==> config.mk <==
export PLATFORM = sky130hd
export DESIGN_NAME = mastermind_game_ctrl_flat
export DESIGN_NICKNAME = d
export VERILOG_FILES = /design/src/rtl/mastermind_game_ctrl_if.sv /design/src/rtl/mastermind_game_ctrl.sv /design/src/flat_wrapper.sv
export SDC_FILE = /design/constraint.sdc
export NUM_CORES = 1
export LEC_CHECK = 0
export ABC_AREA = 1
export CAP_MARGIN = 40
export CORE_MARGIN = 1.5
export CORE_UTILIZATION = 30
export CTS_BUF_LIST = sky130_fd_sc_hd__clkbuf_8
export DETAILED_ROUTE_END_ITERATION = 8
export PLACE_DENSITY = 0.61
export SLEW_MARGIN = 5
export SYNTH_ARGS = -nofsm -noshare
export SYNTH_HDL_FRONTEND = slang
export SYNTH_SLANG_ARGS = --single-unit
==> constraint.sdc <==
create_clock -name clk -period 6.1 [get_ports clk]
set_clock_uncertainty 0.1 [all_clocks]
set_input_delay 1.22 -clock clk [delete_from_list [all_inputs] [get_ports clk]]
set_output_delay 1.22 -clock clk [all_outputs]
set_load 0.03 [all_outputs]
==> src/rtl/mastermind_game_ctrl_if.sv <==
// Bundles the Mastermind game controller's button/secret inputs and its board-state outputs.
// The master side drives the buttons and the slave side (the controller) drives the outputs.
interface mastermind_game_ctrl_if;
  logic        start;
  logic [11:0] secret_code;
  logic        btn_left;
  logic        btn_right;
  logic        btn_up;
  logic        btn_down;
  logic        btn_submit;
  logic [71:0] matrix_flat;
  logic [2:0]  guess_num;
  logic        q_Input;
  logic        q_Win;
  logic        q_Lose;
  logic [1:0]  cursor_col;
  logic [35:0] feedback_flat;

  modport master (
    output start, secret_code, btn_left, btn_right, btn_up, btn_down, btn_submit,
    input  matrix_flat, guess_num, q_Input, q_Win, q_Lose, cursor_col, feedback_flat
  );

  modport slave (
    input  start, secret_code, btn_left, btn_right, btn_up, btn_down, btn_submit,
    output matrix_flat, guess_num, q_Input, q_Win, q_Lose, cursor_col, feedback_flat
  );
endinterface

==> src/rtl/mastermind_game_ctrl.sv <==
// Mastermind game sequencer: edits the current guess row from button pulses, scores it
// against the latched secret over 2+NUM_COLORS cycles, and exposes the board for rendering.
module mastermind_game_ctrl #(
  parameter int NUM_COLORS = 6,
  parameter int MAX_ROWS   = 6
) (
  input  logic                 clk,
  input  logic                 rst_n,
  mastermind_game_ctrl_if.slave bus
);
  typedef enum logic [2:0] {IDLE, INPUT, EXACT, PARTIAL, JUDGE, WIN, LOSE} state_t;

  localparam logic [2:0] NC       = 3'(NUM_COLORS);
  localparam logic [2:0] LAST_ROW = 3'(MAX_ROWS - 1);

  state_t     state_q, state_d;
  logic [2:0] mat_q [6][4];
  logic [2:0] mat_d [6][4];
  logic [5:0] fb_q [6];
  logic [5:0] fb_d [6];
  logic [2:0] sec_q [4];
  logic [2:0] sec_d [4];
  logic [2:0] guess_q, guess_d;
  logic [1:0] cur_q, cur_d;
  logic [2:0] exact_q, exact_d, acc_q, acc_d, col_q, col_d;
  logic [3:0] s_unm_q, s_unm_d, g_unm_q, g_unm_d;

  logic [2:0] code_f [4];
  logic [2:0] row_g [4];
  logic       secret_ok, start_ok, row_full;
  logic [2:0] exact_cnt, cnt_s, cnt_g;
  logic [3:0] s_unm, g_unm;

  function automatic logic [2:0] color_up(input logic [2:0] v);
    return (v >= NC) ? 3'd1 : v + 3'd1;
  endfunction

  function automatic logic [2:0] color_down(input logic [2:0] v);
    return (v <= 3'd1) ? NC : v - 3'd1;
  endfunction

  function automatic logic [2:0] min3(input logic [2:0] a, input logic [2:0] b);
    return (a < b) ? a : b;
  endfunction

  assign code_f[0] = bus.secret_code[2:0];
  assign code_f[1] = bus.secret_code[5:3];
  assign code_f[2] = bus.secret_code[8:6];
  assign code_f[3] = bus.secret_code[11:9];
  assign row_g     = mat_q[guess_q];
  assign start_ok  = bus.start && secret_ok;

  always_comb begin
    secret_ok = 1'b1;
    row_full  = 1'b1;
    exact_cnt = '0;
    s_unm     = '0;
    g_unm     = '0;
    cnt_s     = '0;
    cnt_g     = '0;
    for (int c = 0; c < 4; c++) begin
      if (code_f[c[1:0]] == 3'd0 || code_f[c[1:0]] > NC) secret_ok = 1'b0;
      if (row_g[c[1:0]] == 3'd0) row_full = 1'b0;
      if (sec_q[c[1:0]] == row_g[c[1:0]]) begin
        exact_cnt = exact_cnt + 3'd1;
      end else begin
        s_unm[c[1:0]] = 1'b1;
        g_unm[c[1:0]] = 1'b1;
      end
      // Per-colour tallies only look at slots left over after exact matches.
      if (s_unm_q[c[1:0]] && sec_q[c[1:0]] == col_q) cnt_s = cnt_s + 3'd1;
      if (g_unm_q[c[1:0]] && row_g[c[1:0]] == col_q) cnt_g = cnt_g + 3'd1;
    end
  end

  always_ff @(posedge clk or negedge rst_n) begin
    if (!rst_n) begin
      state_q <= IDLE;
      mat_q   <= '{default: '0};
      fb_q    <= '{default: '0};
      sec_q   <= '{default: '0};
      guess_q <= '0;
      cur_q   <= '0;
      exact_q <= '0;
      acc_q   <= '0;
      col_q   <= '0;
      s_unm_q <= '0;
      g_unm_q <= '0;
    end else begin
      state_q <= state_d;
      mat_q   <= mat_d;
      fb_q    <= fb_d;
      sec_q   <= sec_d;
      guess_q <= guess_d;
      cur_q   <= cur_d;
      exact_q <= exact_d;
      acc_q   <= acc_d;
      col_q   <= col_d;
      s_unm_q <= s_unm_d;
      g_unm_q <= g_unm_d;
    end
  end

  always_comb begin
    state_d = state_q;
    case (state_q)
      IDLE, WIN, LOSE: if (start_ok) state_d = INPUT;
      INPUT:           if (bus.btn_submit && row_full) state_d = EXACT;
      EXACT:           state_d = PARTIAL;
      PARTIAL:         if (col_q == NC) state_d = JUDGE;
      JUDGE: begin
        if (exact_q == 3'd4)          state_d = WIN;
        else if (guess_q == LAST_ROW) state_d = LOSE;
        else                          state_d = INPUT;
      end
      default:         state_d = IDLE;
    endcase
  end

  always_comb begin
    sec_d   = sec_q;
    mat_d   = mat_q;
    fb_d    = fb_q;
    guess_d = guess_q;
    cur_d   = cur_q;
    exact_d = exact_q;
    acc_d   = acc_q;
    col_d   = col_q;
    s_unm_d = s_unm_q;
    g_unm_d = g_unm_q;
    case (state_q)
      IDLE, WIN, LOSE: begin
        if (start_ok) begin
          sec_d   = code_f;
          mat_d   = '{default: '0};
          fb_d    = '{default: '0};
          guess_d = '0;
          cur_d   = '0;
        end
      end
      INPUT: begin
        // A submit pulse consumes the cycle even when the row is incomplete.
        if (!bus.btn_submit) begin
          if (bus.btn_up)          mat_d[guess_q][cur_q] = color_up(row_g[cur_q]);
          else if (bus.btn_down)   mat_d[guess_q][cur_q] = color_down(row_g[cur_q]);
          else if (bus.btn_left)   cur_d = cur_q - 2'd1;
          else if (bus.btn_right)  cur_d = cur_q + 2'd1;
        end
      end
      EXACT: begin
        exact_d = exact_cnt;
        s_unm_d = s_unm;
        g_unm_d = g_unm;
        acc_d   = '0;
        col_d   = 3'd1;
      end
      PARTIAL: begin
        acc_d = acc_q + min3(cnt_s, cnt_g);
        col_d = col_q + 3'd1;
      end
      JUDGE: begin
        fb_d[guess_q] = {exact_q, acc_q};
        if (exact_q != 3'd4 && guess_q != LAST_ROW) begin
          guess_d = guess_q + 3'd1;
          cur_d   = '0;
        end
      end
      default: ;
    endcase
  end

  always_comb begin
    bus.q_Input    = (state_q == INPUT);
    bus.q_Win      = (state_q == WIN);
    bus.q_Lose     = (state_q == LOSE);
    bus.guess_num  = guess_q;
    bus.cursor_col = cur_q;
  end

  for (genvar r = 0; r < 6; r++) begin : g_row
    assign bus.feedback_flat[r*6 +: 6] = fb_q[r];
    for (genvar c = 0; c < 4; c++) begin : g_col
      assign bus.matrix_flat[r*12 + c*3 +: 3] = mat_q[r][c];
    end
  end
endmodule
==> src/flat_wrapper.sv <==
// flat-port wrapper written by rule: the top's interface ports become plain ports
module mastermind_game_ctrl_flat 
#(
  parameter int NUM_COLORS = 6,
  parameter int MAX_ROWS   = 6
)
  (clk, rst_n, bus_start, bus_secret_code, bus_btn_left, bus_btn_right, bus_btn_up, bus_btn_down, bus_btn_submit, bus_matrix_flat, bus_guess_num, bus_q_Input, bus_q_Win, bus_q_Lose, bus_cursor_col, bus_feedback_flat);
  mastermind_game_ctrl_if bus_i ();
  input  logic clk;
  input  logic rst_n;
  input wire logic [$bits(bus_i.start)-1:0] bus_start;
  input wire logic [$bits(bus_i.secret_code)-1:0] bus_secret_code;
  input wire logic [$bits(bus_i.btn_left)-1:0] bus_btn_left;
  input wire logic [$bits(bus_i.btn_right)-1:0] bus_btn_right;
  input wire logic [$bits(bus_i.btn_up)-1:0] bus_btn_up;
  input wire logic [$bits(bus_i.btn_down)-1:0] bus_btn_down;
  input wire logic [$bits(bus_i.btn_submit)-1:0] bus_btn_submit;
  output wire logic [$bits(bus_i.matrix_flat)-1:0] bus_matrix_flat;
  output wire logic [$bits(bus_i.guess_num)-1:0] bus_guess_num;
  output wire logic [$bits(bus_i.q_Input)-1:0] bus_q_Input;
  output wire logic [$bits(bus_i.q_Win)-1:0] bus_q_Win;
  output wire logic [$bits(bus_i.q_Lose)-1:0] bus_q_Lose;
  output wire logic [$bits(bus_i.cursor_col)-1:0] bus_cursor_col;
  output wire logic [$bits(bus_i.feedback_flat)-1:0] bus_feedback_flat;
  assign bus_i.start = bus_start;
  assign bus_i.secret_code = bus_secret_code;
  assign bus_i.btn_left = bus_btn_left;
  assign bus_i.btn_right = bus_btn_right;
  assign bus_i.btn_up = bus_btn_up;
  assign bus_i.btn_down = bus_btn_down;
  assign bus_i.btn_submit = bus_btn_submit;
  assign bus_matrix_flat = bus_i.matrix_flat;
  assign bus_guess_num = bus_i.guess_num;
  assign bus_q_Input = bus_i.q_Input;
  assign bus_q_Win = bus_i.q_Win;
  assign bus_q_Lose = bus_i.q_Lose;
  assign bus_cursor_col = bus_i.cursor_col;
  assign bus_feedback_flat = bus_i.feedback_flat;
  mastermind_game_ctrl #(.NUM_COLORS(NUM_COLORS), .MAX_ROWS(MAX_ROWS)) u_core (.clk(clk), .rst_n(rst_n), .bus(bus_i));
endmodule
==> results.sh <==
export IMPL_diodes=0
export IMPL_ys_ff_latch=141
export IMPL_final_common_cell="nand2_1"
export IMPL_grt_max_degree=65
export IMPL_fin_tns_setup_ns=0
export IMPL_nFillCells=3017
export IMPL_critPathRequiredTime_ns=6.32
export IMPL_worst_pin_slew_ns=0.848
export IMPL_hold_viol_final=0
export IMPL_grt_setup_unrepaired="no"
export IMPL_antenna_found_initial=0
export IMPL_grt_pass1_wl_microns=47800
export IMPL_fp_dieH_microns=175
export IMPL_cts_sinks=141
export IMPL_clockBufferDepth=2
export IMPL_startpoint_type="register"
export IMPL_vias=8342
export IMPL_ios=136
export IMPL_mostFrequentLayoutCells="nand2_1 (390), inv_1 (141), dfrtp_1 (141), clkdlybuf4s50_1 (134), nand3_1 (73)"
export IMPL_antenna_left=0
export IMPL_yosys_warnings=0
export IMPL_postCtsSetupBuffers=0
export IMPL_whs_ns=0.412
export IMPL_grt_use_total_pct=20.5
export IMPL_slew_headroom_pct=43.3
export IMPL_cpMaxStageDelayCell="dfrtp_1"
export IMPL_fin_crit_sh_pct=85.4
export IMPL_gp_congestion=0.959
export IMPL_io_buffers=135
export IMPL_dr_pass1_iters=5
export IMPL_critical_path_max_stage_delay_ns=0.72
export IMPL_ys_seq_area_share_pct=39.9
export IMPL_ctsResizeCount=0
export IMPL_multi_input_area_sq_mm=0.00444
export IMPL_finalSetupViolCount=0
export IMPL_numCtsBuffers=17
export IMPL_clk_pin_slew_ns=0.10
export IMPL_fmax_mhz=192
export IMPL_finalWirelength_microns=30600
export IMPL_layout_drive_gt1_share_pct=11.9
export IMPL_initial_core_util_pct=30.7
export IMPL_crit_type="register to register"
export IMPL_outcome="complete, no violations"
export IMPL_grt_ovfl_total=0
export IMPL_grt_pass1_vias=8233
export IMPL_holdBufCountCts=0
export IMPL_wl_per_cell_microns=18.3
export IMPL_timing_critical_path_mode_cell="nand2_1"
export IMPL_drtIter0Drc=668
export IMPL_power_density_mw_per_mm2=498
export IMPL_hpwl_microns=22200
export IMPL_fin_total_pwr_uw=5400
export IMPL_synth_edf_count=0
export IMPL_maxCapViolations=0
export IMPL_synth_flop_cell="dfrtp_1"
export IMPL_die_w_microns=175
export IMPL_clkLatencyLatePin_ns=0.48
export IMPL_layout_area_seq_sq_mm=0.00353
export IMPL_peakVddDrop_mv=0.192
export IMPL_hold_class="register to register"
export IMPL_cts_tree="yes"
export IMPL_fin_nets=1315
export IMPL_async_flop_share_pct=100
export IMPL_slew_viol_final=0
export IMPL_syn_area_sq_mm=0.00885
export IMPL_synthCells=1156
export IMPL_crit_path_max_fanout=12
export IMPL_syn_nets=1198
export IMPL_areaGrowthSynthToFinish_pct=22.3
export IMPL_core_sq_mm=0.0289
export IMPL_instances_no_fill=1670
export IMPL_die_area_sq_mm=0.0305
export IMPL_cts_root_buf="clkbuf_8"
export IMPL_arrival_ns=5.43
export IMPL_drc=0
export IMPL_num_rows=62
export IMPL_place_inst=1638
export IMPL_power_leakage_uw=0.00519
export IMPL_htree_levels=4
export IMPL_via_per_inst=5.00
export IMPL_syn_area_per_cell_sq_um=7.66
export IMPL_yosys_cell_types_count=54
export IMPL_cp_end_kind="register"
export IMPL_min_period_ns=5.21
## stage by stage
step                instance area (sq um)  worst slack (ns)  util (%)
floorplan                            8850              1.57         -
global placement                    10400              1.16      36.0
detailed placement                  10400             0.961      36.2
CTS                                 10800             0.911      37.5
global route                        10800             0.398      37.5
finish                              10800             0.892      37.5
## area by class of cell
class	instances	area share, %
Sequential cell	141	32.6
Timing Repair Buffer	141	13.2
Clock buffer	17	2.16
Inverter	148	5.22
Tap cell	384	4.44
Multi-Input combinational cell	824	41.0
Clock inverter	15	1.42
## path summary, 6_finish.rpt
path / slack (ns) / cells after the start / end / startpoint
min reg2reg: 0.41 / 2 / u_core.s_unm_q[1] / u_core.s_unm_q[1]
min: 0.41 / 2 / u_core.s_unm_q[1] / u_core.s_unm_q[1]
max in group asynchronous: 4.44 / 2 / u_core.bus.feedback_flat[13] / rst_n
max: 0.89 / 27 / u_core.acc_q[2] / u_core.bus.guess_num[1]
max reg2reg: 0.89 / 27 / u_core.acc_q[2] / u_core.bus.guess_num[1]
min in group asynchronous: 0.56 / 1 / u_core.s_unm_q[0] / rst_n
## power breakdown
part           leakage, uW  total, uW  internal [uW]  switching [uW]
sequential         0.00192       1360           1110             253
combinational      0.00307       3260            978            2280
clock             0.000196        776            337             440
total              0.00519       5400           2420            2970
## worst max-delay path, delay by kind of cell (launching register included)
kind	cells	cell delay (ns)
and+or+nand+nor	11	1.48
adders and majority gates	5	1.36
AOI/OAI and AO/OA	5	0.84
DFF	1	0.72
xor gates and xnor gates	2	0.34
buffers and inverters	4	0.21
## cell usage after synthesis, types with 2 or more instances
cell type	number	area share, %
inv_1	140	5.9
a21oi_1	26	1.5
nand2_1	390	17
xnor2_1	7	0.69
buf_1	3	0.13
buf_6	15	1.9
ha_1	21	3.0
o211ai_1	25	2.1
buf_8	2	0.34
o22ai_1	44	3.1
nand3_1	73	4.1
buf_2	7	0.40
inv_2	4	0.17
a22oi_2	2	0.28
nand4_1	7	0.49
nor2_2	31	2.2
nand3_4	4	0.79
buf_4	4	0.34
nand2_2	14	0.99
nor2_8	3	0.68
or2_2	3	0.21
dfrtp_1	141	40
nor2_4	5	0.64
nor4_1	2	0.14
a21oi_2	4	0.40
a22oi_1	2	0.17
xor2_1	14	1.4
nand3_2	21	2.4
o21ai_2	6	0.59
inv_4	2	0.14
o21ai_1	4	0.23
nand2_4	6	0.76
o21ai_0	21	1.2
nor3_1	12	0.68
a211oi_1	2	0.17
clkbuf_1	12	0.51
nor2_1	60	2.5
## registers in the layout (all words and copies together) (netlist names)
signal                    cells
u_core.bus.guess_num          3
u_core.exact_q                3
u_core.bus.cursor_col         2
u_core.acc_q                  3
u_core.bus.feedback_flat     36
u_core.sec_q                 12
u_core.col_q                  3
u_core.state_q                3
u_core.s_unm_q                4
u_core.bus.matrix_flat       72
## cell families (layout without fill, tap and decap cells)
family | count (synthesis) | after routing | share of synthesized area (%)
buffers and inverters | 191 | 321 | 10.0
AO/OA/AOI/OAI | 141 | 141 | 10.3
flip-flops | 141 | 141 | 39.9
adder cells (fa/ha/maj) | 22 | 22 | 3.19
AND/OR/NAND/NOR | 638 | 638 | 34.3
multiplexers | 1 | 1 | 0.127
XOR/XNOR | 22 | 22 | 2.26
## metal layers
layer | up-vias | global-route usage, % | routed length, microns
met5 | - | 0 | 0
met4 | 0 | 6.20 | 728
met3 | 50 | 5.31 | 2700
met2 | 382 | 32.0 | 13900
met1 | 3970 | 27.8 | 13300
li1 | 3940 | - | -
No activity file was read; power rests on OpenSTA's default activity.
